$ cat src/rtl/insn_sched_pkg.sv
// Shared constants and helpers for the instruction dispatcher.
// Latency: n/a (package only).
// Backpressure: n/a (package only).
package insn_sched_pkg;

    localparam int DEF_NUM_CH = 4;
    localparam int DEF_DATA_W = 32;
    localparam int DEF_OPC_W  = 3;
    localparam int DEF_DEPTH  = 4;

    // Widest instruction / opcode the helper below can handle.
    localparam int MAX_DATA_W = 64;
    localparam int MAX_OPC_W  = 8;

    // Opcode lives in the top opc_w bits of a data_w-wide instruction.
    function automatic logic [MAX_OPC_W-1:0] extract_opcode(
        input logic [MAX_DATA_W-1:0] instr,
        input int unsigned           data_w,
        input int unsigned           opc_w
    );
        logic [MAX_DATA_W-1:0] shifted;
        logic [MAX_OPC_W-1:0]  mask;
        shifted = instr >> (data_w - opc_w);
        mask    = MAX_OPC_W'((32'd1 << opc_w) - 32'd1);
        return MAX_OPC_W'(shifted) & mask;
    endfunction

endpackage

$ cat src/rtl/insn_fifo.sv
// Per-channel instruction FIFO with occupancy count and synchronous flush.
// Latency: a push is visible at the head (empty deasserts) on the next cycle.
// Backpressure: pushes while full and pops while empty are ignored; full is registered-only.
module insn_fifo #(
    parameter int DATA_W = 32,
    parameter int DEPTH  = 4,
    localparam int AW    = $clog2(DEPTH),
    localparam int LW    = AW + 1
)(
    input  logic              clk,
    input  logic              rst_n,
    input  logic              flush,
    input  logic              push,
    input  logic [DATA_W-1:0] din,
    input  logic              pop,
    output logic [DATA_W-1:0] dout,
    output logic              full,
    output logic              empty,
    output logic [LW-1:0]     level
);

    logic [DATA_W-1:0] mem_q [DEPTH];
    logic [DATA_W-1:0] mem_d [DEPTH];
    logic [AW-1:0]     wr_ptr_q, wr_ptr_d;
    logic [AW-1:0]     rd_ptr_q, rd_ptr_d;
    logic [LW-1:0]     level_q,  level_d;
    logic              do_push, do_pop;

    assign full    = (level_q == LW'(DEPTH));
    assign empty   = (level_q == '0);
    assign level   = level_q;
    assign do_push = push & ~full;
    assign do_pop  = pop & ~empty;

    // While empty, show the slot just popped so the output holds its last head value.
    assign dout = empty ? mem_q[rd_ptr_q - AW'(1)] : mem_q[rd_ptr_q];

    // Next-state: write at wr_ptr, advance pointers modulo DEPTH, track occupancy.
    always_comb begin
        mem_d    = mem_q;
        wr_ptr_d = wr_ptr_q;
        rd_ptr_d = rd_ptr_q;
        level_d  = level_q;
        if (flush) begin
            wr_ptr_d = '0;
            rd_ptr_d = '0;
            level_d  = '0;
        end else begin
            if (do_push) begin
                mem_d[wr_ptr_q] = din;
                wr_ptr_d        = wr_ptr_q + AW'(1);
            end
            if (do_pop) begin
                rd_ptr_d = rd_ptr_q + AW'(1);
            end
            case ({do_push, do_pop})
                2'b10:   level_d = level_q + LW'(1);
                2'b01:   level_d = level_q - LW'(1);
                default: level_d = level_q;
            endcase
        end
    end

    // State registers; storage is cleared on reset so the head reads zero.
    always_ff @(posedge clk or negedge rst_n) begin
        if (!rst_n) begin
            for (int i = 0; i < DEPTH; i++) begin
                mem_q[i] <= '0;
            end
            wr_ptr_q <= '0;
            rd_ptr_q <= '0;
            level_q  <= '0;
        end else begin
            mem_q    <= mem_d;
            wr_ptr_q <= wr_ptr_d;
            rd_ptr_q <= rd_ptr_d;
            level_q  <= level_d;
        end
    end

endmodule

$ cat src/rtl/insn_dispatcher.sv
// Routes host instructions to per-opcode channel FIFOs; unsupported opcodes are counted and dropped.
// Latency: 1 cycle from accepted instruction to out_valid on an empty channel.
// Backpressure: in_ready drops only when the target FIFO is full (or flush/reset); channels are independent.
module insn_dispatcher
    import insn_sched_pkg::*;
#(
    parameter int NUM_CH = DEF_NUM_CH,
    parameter int DATA_W = DEF_DATA_W,
    parameter int OPC_W  = DEF_OPC_W,
    parameter int DEPTH  = DEF_DEPTH,
    localparam int LW    = $clog2(DEPTH) + 1
)(
    input  logic                     clk,
    input  logic                     rst_n,
    input  logic                     flush,
    input  logic                     in_valid,
    output logic                     in_ready,
    input  logic [DATA_W-1:0]        in_instr,
    output logic [NUM_CH-1:0]        out_valid,
    input  logic [NUM_CH-1:0]        out_ready,
    output logic [NUM_CH*DATA_W-1:0] out_instr,
    output logic [NUM_CH*LW-1:0]     ch_level,
    output logic [15:0]              drop_cnt
);

    logic [OPC_W-1:0]  opc;
    logic              supported;
    logic              tgt_full;
    logic              accept;
    logic [NUM_CH-1:0] push;
    logic [NUM_CH-1:0] pop;
    logic [NUM_CH-1:0] full;
    logic [NUM_CH-1:0] empty;
    logic [15:0]       drop_cnt_q, drop_cnt_d;

    assign opc       = OPC_W'(extract_opcode(MAX_DATA_W'(in_instr), DATA_W, OPC_W));
    assign supported = (int'(opc) < NUM_CH);

    // Look up the fullness of the addressed channel; unsupported opcodes never stall.
    always_comb begin
        tgt_full = 1'b0;
        for (int k = 0; k < NUM_CH; k++) begin
            if (opc == OPC_W'(k)) begin
                tgt_full = full[k];
            end
        end
    end

    // full is a registered FIFO flag, so in_ready has no path from out_ready.
    assign in_ready = rst_n & ~flush & (~supported | ~tgt_full);
    assign accept   = in_valid & in_ready;

    // Decode the accepted instruction into a one-hot channel push.
    always_comb begin
        push = '0;
        for (int k = 0; k < NUM_CH; k++) begin
            push[k] = accept & supported & (opc == OPC_W'(k));
        end
    end

    // Saturating count of accepted-but-unsupported instructions.
    always_comb begin
        drop_cnt_d = drop_cnt_q;
        if (accept && !supported && drop_cnt_q != 16'hFFFF) begin
            drop_cnt_d = drop_cnt_q + 16'd1;
        end
    end

    // Drop counter register; flush leaves it alone.
    always_ff @(posedge clk or negedge rst_n) begin
        if (!rst_n) begin
            drop_cnt_q <= '0;
        end else begin
            drop_cnt_q <= drop_cnt_d;
        end
    end

    assign drop_cnt = drop_cnt_q;

    for (genvar g = 0; g < NUM_CH; g++) begin : g_ch
        assign out_valid[g] = ~empty[g];
        assign pop[g]       = ~empty[g] & out_ready[g];

        insn_fifo #(
            .DATA_W (DATA_W),
            .DEPTH  (DEPTH)
        ) u_fifo (
            .clk   (clk),
            .rst_n (rst_n),
            .flush (flush),
            .push  (push[g]),
            .din   (in_instr),
            .pop   (pop[g]),
            .dout  (out_instr[g*DATA_W +: DATA_W]),
            .full  (full[g]),
            .empty (empty[g]),
            .level (ch_level[g*LW +: LW])
        );
    end

endmodule

$ cat config.mk
export PLATFORM = sky130hd
export DESIGN_NAME = insn_dispatcher
export DESIGN_NICKNAME = d
export VERILOG_FILES = /design/src/rtl/insn_sched_pkg.sv /design/src/rtl/insn_fifo.sv /design/src/rtl/insn_dispatcher.sv
export SDC_FILE = /design/constraint.sdc
export NUM_CORES = 1
export LEC_CHECK = 0
export ABC_AREA = 0
export CAP_MARGIN = 20
export CORE_MARGIN = 2
export CORE_UTILIZATION = 55
export DETAILED_ROUTE_END_ITERATION = 8
export GPL_TIMING_DRIVEN = 0
export PLACE_DENSITY = 0.75
export RECOVER_POWER = 50
export SLEW_MARGIN = 10
export SYNTH_ARGS = -nofsm -noshare
export SYNTH_HDL_FRONTEND = slang
export SYNTH_SLANG_ARGS = --single-unit
$ cat constraint.sdc
create_clock -name clk -period 2.75 [get_ports clk]
set_input_delay 0.55 -clock clk [delete_from_list [all_inputs] [get_ports clk]]
set_output_delay 0.55 -clock clk [all_outputs]
set_load 0.01 [all_outputs]
==> qor.log <==
[clocking] TritonCTS clock tree built
[setup_path] maximum fanout along the worst path 10
[setup_path] depth of the worst register-to-register path 9
[sta] aggregate negative setup slack -37.44 ns
[grt] vias in the first global route 24500
[sta] number of endpoints with negative hold slack in the final report 0
[grt] antenna violations before repair 4
[placed_design] number of input and output port buffers inserted 200
[setup_path] class of the most critical setup path reg2out
[finish] fin util 72.7%
[grt] wire length of the first global-routing pass 144 mm
[clocking] clock buffers created by TritonCTS 59
[sta] setup repair after global routing missed its margin yes
[setup_path] flop-to-flop setup slack -0.07 ns
[run] maximum capacitance violations 3
[drt] First DRT Iteration DRCs 2809
[floorplan] DIE AREA 53700 um^2
[sta] setup slack of the critical path after layout -0.434 ns
[setup_path] element type at the critical path end primary output
[setup_path] worst endpoint required time 2.20 ns
[synthesis] number of warnings printed during yosys synthesis 0
[synthesis] number of enable-type register cells in the synthesized netlist 0
[grt] Overall Global Routing Usage 34.6%
[drt] number of remaining DRC errors 0
[grt] largest net degree at the start of global routing 113
[floorplan] # IOs 201
[sta] share of the cycle needed by the critical path after routing 116%
[placed_design] dpl ws -1.69 ns
[synthesis] syn nets 2398
[clocking] clock sink total 556
[synthesis] mapped cell area 28500 um^2
[setup_path] FF-to-FF End g_ch[3].u_fifo.level[2]
[setup_path] Bufs and invs on worst path 3
[power] reported leakage power 0.0174 uW
[status] violated checks capacitance limit, slew limit, setup timing
[synthesis] synthesis-stage register bit count 556
[setup_path] data arrival time of the critical path 2.63 ns
[setup_path] slowest stage cell on the critical path dfrtp_2
[sta] Period minus WS final 3.18 ns
[status] outcome finished, violations left
[sta] Least-Margin Pin Slew 1.67 ns
[synthesis] Mean Syn Cell Area 12.2 um^2
[finish] most common cell after layout, fill and taps aside mux2_2
[sta] Max Fclk 0.314 GHz
[drt] antenna violation net count after detailed routing 0
[finish] fraction of layout instances using a drive strength above 1 52.8%
[setup_path] sort of element at the start of the critical path register
[drt] first-pass iteration count of the detailed router 6
[power] Worst VDD drop 882 uV
[floorplan] Die Ht 232 um
[finish] number of antenna cells inserted 0
[clocking] clock root buffer clkbuf_16
[finish] most used cells in the layout excluding fill and tap cells mux2_2 (594), dfrtp_1 (544), buf_2 (157)
[clocking] H-tree levels 2
[setup_path] worst flop-to-flop path startpoint g_ch[3].u_fifo.level[1]
[setup_path] cell class contributing the biggest share of worst-path delay simple AND/OR/NAND/NOR gates
[setup_path] slowest cell delay on critical path 0.43 ns
[placed_design] Detailed Place HPWL 59.5 mm
[setup_path] CP cell instances nor3_4, inv_2, clkbuf_8, or3_1, o31ai_1, a22oi_2, buf_2
[setup_path] CP startpoint g_ch[1].u_fifo.level[0]
[drt] Via Count 24100
[finish] layout net count 2749
[grt] gr ovfl total 0
[sta] setup clock skew after layout 0.0279 ns
[synthesis] cells after synthesis 2337
[finish] synthesis-to-finish area growth 30.8%
[drt] average routed wire per standard cell 29.2 um
[sta] Slew HR -11.6%
[synthesis] Distinct cells, synth 42
[floorplan] overall die width 232 um
[clocking] maximum root-to-sink buffer count 3
[drt] via/cell ratio 7.05
[sta] smallest hold slack 0.162 ns
[floorplan] number of standard-cell rows in the floorplan 83
[floorplan] floorplan core area 51300 um^2
[clocking] CTS clock-pin slew for the worst setup and hold paths 0.06 ns
[sta] final setup violation count 133
[placed_design] final weighted congestion of routability-driven global placement 0.927
[sta] count of final max-slew check failures 252
[drt] detailed-route wire length 100 mm
[synthesis] sequential share of the synthesized area 48.8%
[clocking] Worst-Skew Late Latency 0.67 ns
[worst_hold_path] HP Class in2async
[power] power per cell area 1390 nW/um^2
[synthesis] share of synthesized flip-flops with an asynchronous set or reset 100%
[synthesis] most instantiated flip-flop cell in the synthesis netlist dfrtp_1
[floorplan] effective utilization at floorplan 55.6%
## cell type report
cell class | instances | area, um^2
multi-input cells | 1507 | 15800
fillers | 3198 | 14000
flip-flops and latches | 556 | 13900
repair buffers | 296 | 2570
plain buffers | 247 | 1980
clock buffers | 88 | 1760
well taps | 680 | 851
clock inverters | 24 | 287
inverters | 21 | 78.8
## state kept, by name, indices dropped and copies added (netlist names)
name / flops
g_ch.u_fifo.level: 12
drop_cnt: 16
g_ch.u_fifo.mem_q: 512
g_ch.u_fifo.rd_ptr_q: 8
g_ch.u_fifo.wr_ptr_q: 8
## synth_stat cells (4+ instances only)
library cell	instances	area [um^2]
mux2_2	594	6690
dfrtp_1	556	13900
o221ai_1	252	2210
clkbuf_1	180	676
o31ai_1	132	991
a22oi_1	128	961
or3_1	125	782
buf_1	43	161
and2_1	35	219
nand2b_1	35	219
nor2_1	33	124
buf_2	30	150
nand2_1	30	113
inv_1	21	78.8
ha_1	17	213
xnor2_1	15	131
nand3_1	14	70.1
xor2_1	10	87.6
a21oi_1	9	45.0
mux2i_1	9	90.1
nor2b_1	8	50.1
o21ai_0	8	40.0
mux2_1	7	78.8
nor3_1	7	35.0
nand4_1	6	37.5
o211ai_1	6	45.0
and3_1	4	25.0
fa_1	4	80.1
nand3b_1	4	30.0
## metal layers
metal  global-route usage [%]  part of all wire, %
met5                        0                    0
met3                     7.68                  9.3
met2                     55.6                   48
met1                     43.6                   37
met4                     18.9                  6.1
## worst max-delay path by stage
stage                               to  slack (ns)  cells past startpoint
3_5_place_dp   g_ch[0].u_fifo.level[2]       -1.69                     11
6_report                 out_instr[42]       -0.43                      7
5_1_grt                 out_instr[116]       -0.46                      8
3_3_place_gp               drop_cnt[0]      -22.92                      1
4_1_cts                  out_instr[20]       -0.34                      8
2_1_floorplan  g_ch[1].u_fifo.level[2]        0.06                      8
## what timing repair did
item,CTS,global route
endpoints found under the setup margin,639,137
endpoints found under the hold margin,51,0
hold buffers,5,0
cloned,17,12
gates resized for setup,1048,336
pin swaps,118,113
setup buffers,36,27
## worst register-to-register path, cell delays in order (launching register included)
cell,delay [ns]
dfrtp_2,0.40
buf_4,0.17
nor2_1,0.10
a2111oi_4,0.37
clkbuf_1,0.46
nor2_1,0.15
fa_1,0.42
and2_1,0.15
mux2i_1,0.14
mux2_2,0.35
## per-stage QoR
stage,power (uW),instance area (um^2),std cells
finish,51900,37300,3419
global placement,32000,31400,3217
floorplan,22200,28500,2337
global route,53500,37300,3419
CTS,45200,35600,3389
detailed placement,32500,31500,3222
## power by group
| group | internal, uW | switching, uW | leakage, uW |
|---|---|---|---|
| combinational | 15300 | 18900 | 0.00879 |
| sequential | 8810 | 401 | 0.00758 |
| clock | 4890 | 3550 | 0.00102 |
## logic make-up after synthesis
group                      count (synthesis)  synth area share, %
AOI/OAI and AO/OA                        540                 15.3
xor gates and xnor gates                  25                0.768
adders and majority gates                 21                 1.03
buffers and inverters                    274                 3.74
DFF                                      556                 48.8
muxes                                    610                 24.1
and+or+nand+nor                          311                 6.30
Note: power is estimated with default switching activity, not from simulation.
